`config.mk`:
```
export PLATFORM = sky130hd
export DESIGN_NAME = cp0
export DESIGN_NICKNAME = d
export VERILOG_FILES = /design/src/rtl/cp0_pkg.sv /design/src/rtl/cp0.sv
export SDC_FILE = /design/constraint.sdc
export NUM_CORES = 1
export LEC_CHECK = 0
export CORE_MARGIN = 2
export CORE_UTILIZATION = 44
export DETAILED_ROUTE_END_ITERATION = 8
export PLACE_DENSITY = 0.86
export SLEW_MARGIN = 5
export SYNTH_ARGS = -nofsm -noshare
export SYNTH_HDL_FRONTEND = slang
export SYNTH_SLANG_ARGS = --single-unit
```
`constraint.sdc`:
```
create_clock -name clk -period 3.95 [get_ports clk]
set_input_delay 0.395 -clock clk [delete_from_list [all_inputs] [get_ports clk]]
set_output_delay 0.395 -clock clk [all_outputs]
set_load 0.1 [all_outputs]
```
`src/rtl/cp0_pkg.sv`:
```
// Shared CP0 constants: register numbers, exception codes and the processor ID.
// Imported by the CP0 block and by anything that decodes mfc0/mtc0 or raises exceptions.
package cp0_pkg;

  localparam logic [4:0] REG_SR    = 5'd12;
  localparam logic [4:0] REG_CAUSE = 5'd13;
  localparam logic [4:0] REG_EPC   = 5'd14;
  localparam logic [4:0] REG_PRID  = 5'd15;

  localparam logic [4:0] EXC_INT  = 5'd0;
  localparam logic [4:0] EXC_ADEL = 5'd4;
  localparam logic [4:0] EXC_ADES = 5'd5;
  localparam logic [4:0] EXC_RI   = 5'd10;
  localparam logic [4:0] EXC_OV   = 5'd12;

  localparam logic [31:0] PRID_VALUE = 32'h0000_3000;

endpackage

```
`src/rtl/cp0.sv`:
```
// Coprocessor 0: SR/Cause/EPC/PRId, interrupt and exception arbitration, mfc0/mtc0 access.
// Only the architecturally meaningful fields are stored; every other bit reads as zero.
module cp0
  import cp0_pkg::*;
(
  input  logic        clk,
  input  logic        reset,
  input  logic [4:0]  A1,
  input  logic [4:0]  A2,
  input  logic [31:0] DIn,
  input  logic        WE,
  input  logic [31:0] PC_M,
  input  logic        DelaySlot_M,
  input  logic [4:0]  Exccode_M,
  input  logic [5:0]  HWInt,
  input  logic        EXLClr,
  output logic        IntReq,
  output logic [31:0] EPC_out,
  output logic [31:0] DOut
);

  logic [5:0]  im;
  logic        exl;
  logic        ie;
  logic        bd;
  logic [5:0]  ip;
  logic [4:0]  exc_code;
  logic [31:0] epc;

  logic        int_pend;
  logic        exc_pend;
  logic [31:0] sr_word;
  logic [31:0] cause_word;

  // EXL masks both sources, so a handler cannot be re-entered before eret.
  assign int_pend = (|(HWInt & im)) & ie & ~exl;
  assign exc_pend = (Exccode_M != 5'd0) & ~exl;
  assign IntReq   = int_pend | exc_pend;

  assign sr_word    = {16'b0, im, 8'b0, exl, ie};
  assign cause_word = {bd, 15'b0, ip, 3'b0, exc_code, 2'b0};
  assign EPC_out    = epc;

  always_comb begin
    DOut = 32'd0;
    case (A1)
      REG_SR:    DOut = sr_word;
      REG_CAUSE: DOut = cause_word;
      REG_EPC:   DOut = epc;
      REG_PRID:  DOut = PRID_VALUE;
      default:   DOut = 32'd0;
    endcase
  end

  // A taken request owns the cycle; any mtc0 or eret in the same cycle is dropped.
  always_ff @(posedge clk) begin
    if (reset) begin
      im       <= 6'd0;
      exl      <= 1'b0;
      ie       <= 1'b0;
      bd       <= 1'b0;
      ip       <= 6'd0;
      exc_code <= 5'd0;
      epc      <= 32'd0;
    end else begin
      ip <= HWInt;
      if (IntReq) begin
        exl      <= 1'b1;
        bd       <= DelaySlot_M;
        exc_code <= int_pend ? EXC_INT : Exccode_M;
        epc      <= DelaySlot_M ? (PC_M - 32'd4) : PC_M;
      end else begin
        if (WE && (A2 == REG_SR)) begin
          im  <= DIn[15:10];
          ie  <= DIn[0];
          exl <= EXLClr ? 1'b0 : DIn[1];
        end else if (EXLClr) begin
          exl <= 1'b0;
        end
        if (WE && (A2 == REG_EPC)) begin
          epc <= DIn;
        end
      end
    end
  end

endmodule

```
== After elaboration in Yosys (flattened, before gate mapping) ==
Cells that the tools add are included.

* Add/subtract/negate cells: 1
* Equality and inequality tests: 6
* Multiplexer cells: 9
* Bitwise logic cells: 7
* Reductions and logical operators: 7

{| class="wikitable"
|+ Operators by type and width
! operator !! number
|-
| $pmux 32 s4 || 1
|-
| $mux 32 || 3
|-
| $sub 32x3->32 const B || 1
|-
| $eq 5x4->1 const B || 6
|-
| $and 6x6->6 || 1
|-
| $reduce_or 6->1 || 1
|-
| $mux 5 || 1
|-
| $reduce_bool 5->1 || 1
|-
| $mux 1 || 4
|-
| $and 1x1->1 || 3
|-
| $reduce_bool 3->1 || 1
|-
| $logic_and 1x1->1 || 2
|-
| $not 1->1 || 2
|-
| $reduce_and 2->1 || 1
|-
| $reduce_bool 2->1 || 1
|-
| $or 1x1->1 || 1
|}

* Bits in registers: 52
* Input bits: 90
* Output and inout bits: 65

== Depth between registers and ports, before layout ==
* Word-level depth: 7
* Depth in mapped cells: 8
* Gate-level depth less buffers: 7

== Worst setup path before layout ==
Ideal clock, no wire load.

* Kind: input to output
* Start: input A1[3]
* End: output DOut[10]
* Data arrival time: 3.201 ns
* Data required time: 3.555 ns
* Slack: 0.354 ns
* Stages on the path: 5
* Buffers on the path: 1
* Cell sequence: nand2_1 > nor3_1 > clkbuf_1 > a22oi_1 > o21ai_0

* Cells in the longest elaborated chain, start to end: 2
* Elaborated cells on any way between the ends: 5

{| class="wikitable"
|+ Ends and longest elaborated chain
! what !! RTL line !! source
|-
| start: declaration || cp0.sv:8 || <nowiki>input logic [4:0] A1,</nowiki>
|-
| $eq 5x4->1 || cp0.sv:46 || <nowiki>case (A1)</nowiki>
|-
| $pmux 32 s4 (*) || cp0.sv:46 ||
|-
| end: declaration || cp0.sv:19 || <nowiki>output logic [31:0] DOut</nowiki>
|}

Every way passes the cells marked *; elsewhere a longest branch is shown, timed or not.

== Worst setup path in the final report ==
* Start: input A1[3]
* End: output DOut[4]

The elaborated chain is that of the path after synthesis.

==> results_dict.tcl <==
set metrics [dict create \
    fin_tns_setup_ps 0 \
    grt_pass1_vias 3042 \
    dieWidth_um 88.9 \
    hold_viol 0 \
    start_util_pct 46.2 \
    path_clk_slew_ps 90 \
    port_buffers 154 \
    io_pins 155 \
    dp_hpwl_mm 7.79 \
    power_density_nw_per_um2 313 \
    nNetsFinal 603 \
    p_switching_uw 595 \
    period_needed_ps 2790 \
    r2r_start "im[1]" \
    post_cts_buffers 0 \
    routedWlPerCell_um 16.5 \
    grt_max_degree 53 \
    synthCells 374 \
    drcViolationCount 0 \
    synth_compound_area_share_pct 18.7 \
    synth.avg_cell_area_um2 8.48 \
    synthMuxAreaShare_pct 13.6 \
    clock_sinks 52 \
    p_sw_share_pct 39.7 \
    crit_arrival_ps 2390 \
    grtUsageTotal_pct 24.4 \
    rsz0062_at_grt "false" \
    hold_class "reg -> reg" \
    r2r_end "EPC_out[29]" \
    synthAdderAreaFrac_pct 0.395 \
    cts.repair.resized 0 \
    synth-seq-area-share_pct 32.8 \
    cts_tree "yes" \
    die_y_um 88.9 \
    drt-pass1-iter-count 4 \
    place_congestion 0.884 \
    min_from "exc_code[1]" \
    slew_headroom_pct 31.4 \
    skew_ps 10.0 \
    overflow 0 \
    yosysWarnings 0 \
    synth_ff_type "dfxtp_1" \
    drtIter0Drc 207 \
    combinationalPowerShare_pct 39.1 \
    clock_path_buffers 2 \
    worst_pin_slew_ps 1030 \
    whs_path_depth 2 \
    syn_nets 465 \
    p_seq_share_pct 39.6 \
    layout_common_cells "clkdlybuf4s50_1, dfxtp_1, nor2_1" \
    final_util_pct 69.7 \
    clk_root_buffer_cell "clkbuf_8" \
    drtAntennaViolNets 0 \
    core_area_um2 6870 \
    power_leakage_uw 0.00204 \
    fmax_mhz 359 \
    synth_top_family_by_area "simple AND/OR/NAND/NOR gates" \
    startpoint_type "input port" \
    cts_buffers 5 \
    ys_seq_elements 52 \
    placed_cell_area_um2 4690 \
    clockPowerShare_pct 21.3 \
    cp_max_fo 7 \
    synth_area_um2 3170 \
    status "completed" \
    num-fill-cells 579 \
    synth_xor_area_share_pct 5.80 \
    path_class "in -> out" \
    synthArstFlopShare_pct 0 \
    dieArea_um2 7900 \
    antenna_found_initial 0 \
    post-route-period-util_pct 70.5 \
    reg2reg_depth 6 \
    drive_gt1_share_pct 12.3 \
    routed_wl_mm 10.1 \
    finalMaxSlewViolations 0 \
    htreeDepth 2 \
    ys_types 49 \
    layout_commonest_cell "clkdlybuf4s50_1" \
    min_to "exc_code[1]" \
    final-setup-viol-count 0 \
    reg2reg_setup_slack_ps 1850 \
    grt_pass1_wl_mm 15.0 \
    clkLatencyLatePin_ps 300 \
    layout_setup_ws_ps 1160 \
    required_ps 3560 \
    max_cap_viol_count 0 \
    internal-power_uw 903 \
    place_ws_ps 1130 \
    synth_edf_count 0 \
    worst_setup_path_end_kind "primary output" \
    dr_total_vias 3319 \
    synth-simple-area-share_pct 24.6 \
    cts_hold_buf 0 \
    design_area_um2 4790 \
    ir_drop_mv 0.158 \
    rows 30 \
    area_growth_pct 51.1 \
    via_per_inst 5.44 \
]
[final cells by class]
cell class / instances / area [um2] / area share (%)
timing repair buffer: 158 / 1500 / 31.2
sequential: 52 / 1040 / 21.7
inverter: 5 / 18.8 / 0.392
tap: 96 / 120 / 2.51
clock inverter: 2 / 15.0 / 0.313
clock buffer: 6 / 82.6 / 1.72
antenna: 1 / 2.50 / 0.0522
multi-input combinational: 290 / 2010 / 42.0
[synth_stat cells (all sizes together) (4+ instances only)]
library cell   n  area [um2]
o21ai          6        30.0
clkbuf        16        60.1
a21oi         18        90.1
nor2          42         158
nand3         11        60.1
a211oi        20         150
nor4           8        65.1
mux2           9         101
or4            5        41.3
a22o           9        78.8
xnor2          4        35.0
nand2         18        67.6
and3          20         125
nand4          6        37.5
nor3           7        46.3
dfxtp         52        1040
inv            5        18.8
xor2          17         149
a21o          10        75.1
nor2b          9        56.3
and2           4        25.0
a22oi          6        45.0
buf           11        47.5
mux2i         33         330
[layer usage]
metal  up-vias  routed length (um)  share of wire, %  global-route usage (%)
li1       1664                   -                 -                       -
met1      1531                4280                43                    32.1
met2       110                5080                50                    41.3
met3        14                 498               4.9                    2.61
met4         0                 212               2.1                    8.40
met5         -                   0                 0                       0
[registers in the layout, summed over array words and instances, names as in the netlist]
signal,flops
EPC_out,32
ip,6
im,6
exl,1
bd,1
ie,1
exc_code,5
[worst max-delay path by stage]
stage	start	depth (start not counted)	slack, ps	to
2_1_floorplan	A1[3]	5	350	DOut[10]
3_3_place_gp	PC_M[10]	6	1180	EPC_out[19]
3_5_place_dp	PC_M[9]	6	1130	EPC_out[19]
4_1_cts	A1[3]	7	1200	DOut[4]
5_1_grt	A1[3]	7	1080	DOut[5]
6_report	A1[3]	7	1160	DOut[4]
[stage by stage]
stage	cells	hold slack, ps	total power, uW
after floorplan	374	432	977
after global routing	609	487	1550
final	610	464	1500
after detailed placement	601	450	1190
after global placement	601	447	1180
after CTS	609	464	1500
[worst max-delay path: stages]
cell             delay, ps
clkdlybuf4s50_1        460
nand2_1                 90
nor2_1                 160
and2_1                 320
nor2b_1                450
a22o_1                 230
buf_4                  290
[cell families (layout without fill, tap and decap cells)]
family,count (synthesis),count (layout)
and+or+nand+nor,142,142
AOI/OAI and AO/OA,84,84
DFF,52,52
muxes,42,42
buffers and inverters,32,171
xor gates and xnor gates,21,21
adders and majority gates,1,1
other,0,1
[power groups by stage]
stage	registers, uW	logic, uW	clock network, uW
after CTS	593	585	322
after detailed placement	605	582	0
after floorplan	819	159	0
after global routing	598	612	342
final	594	585	319
after global placement	604	577	0
Power figures use the tool's default switching activity.
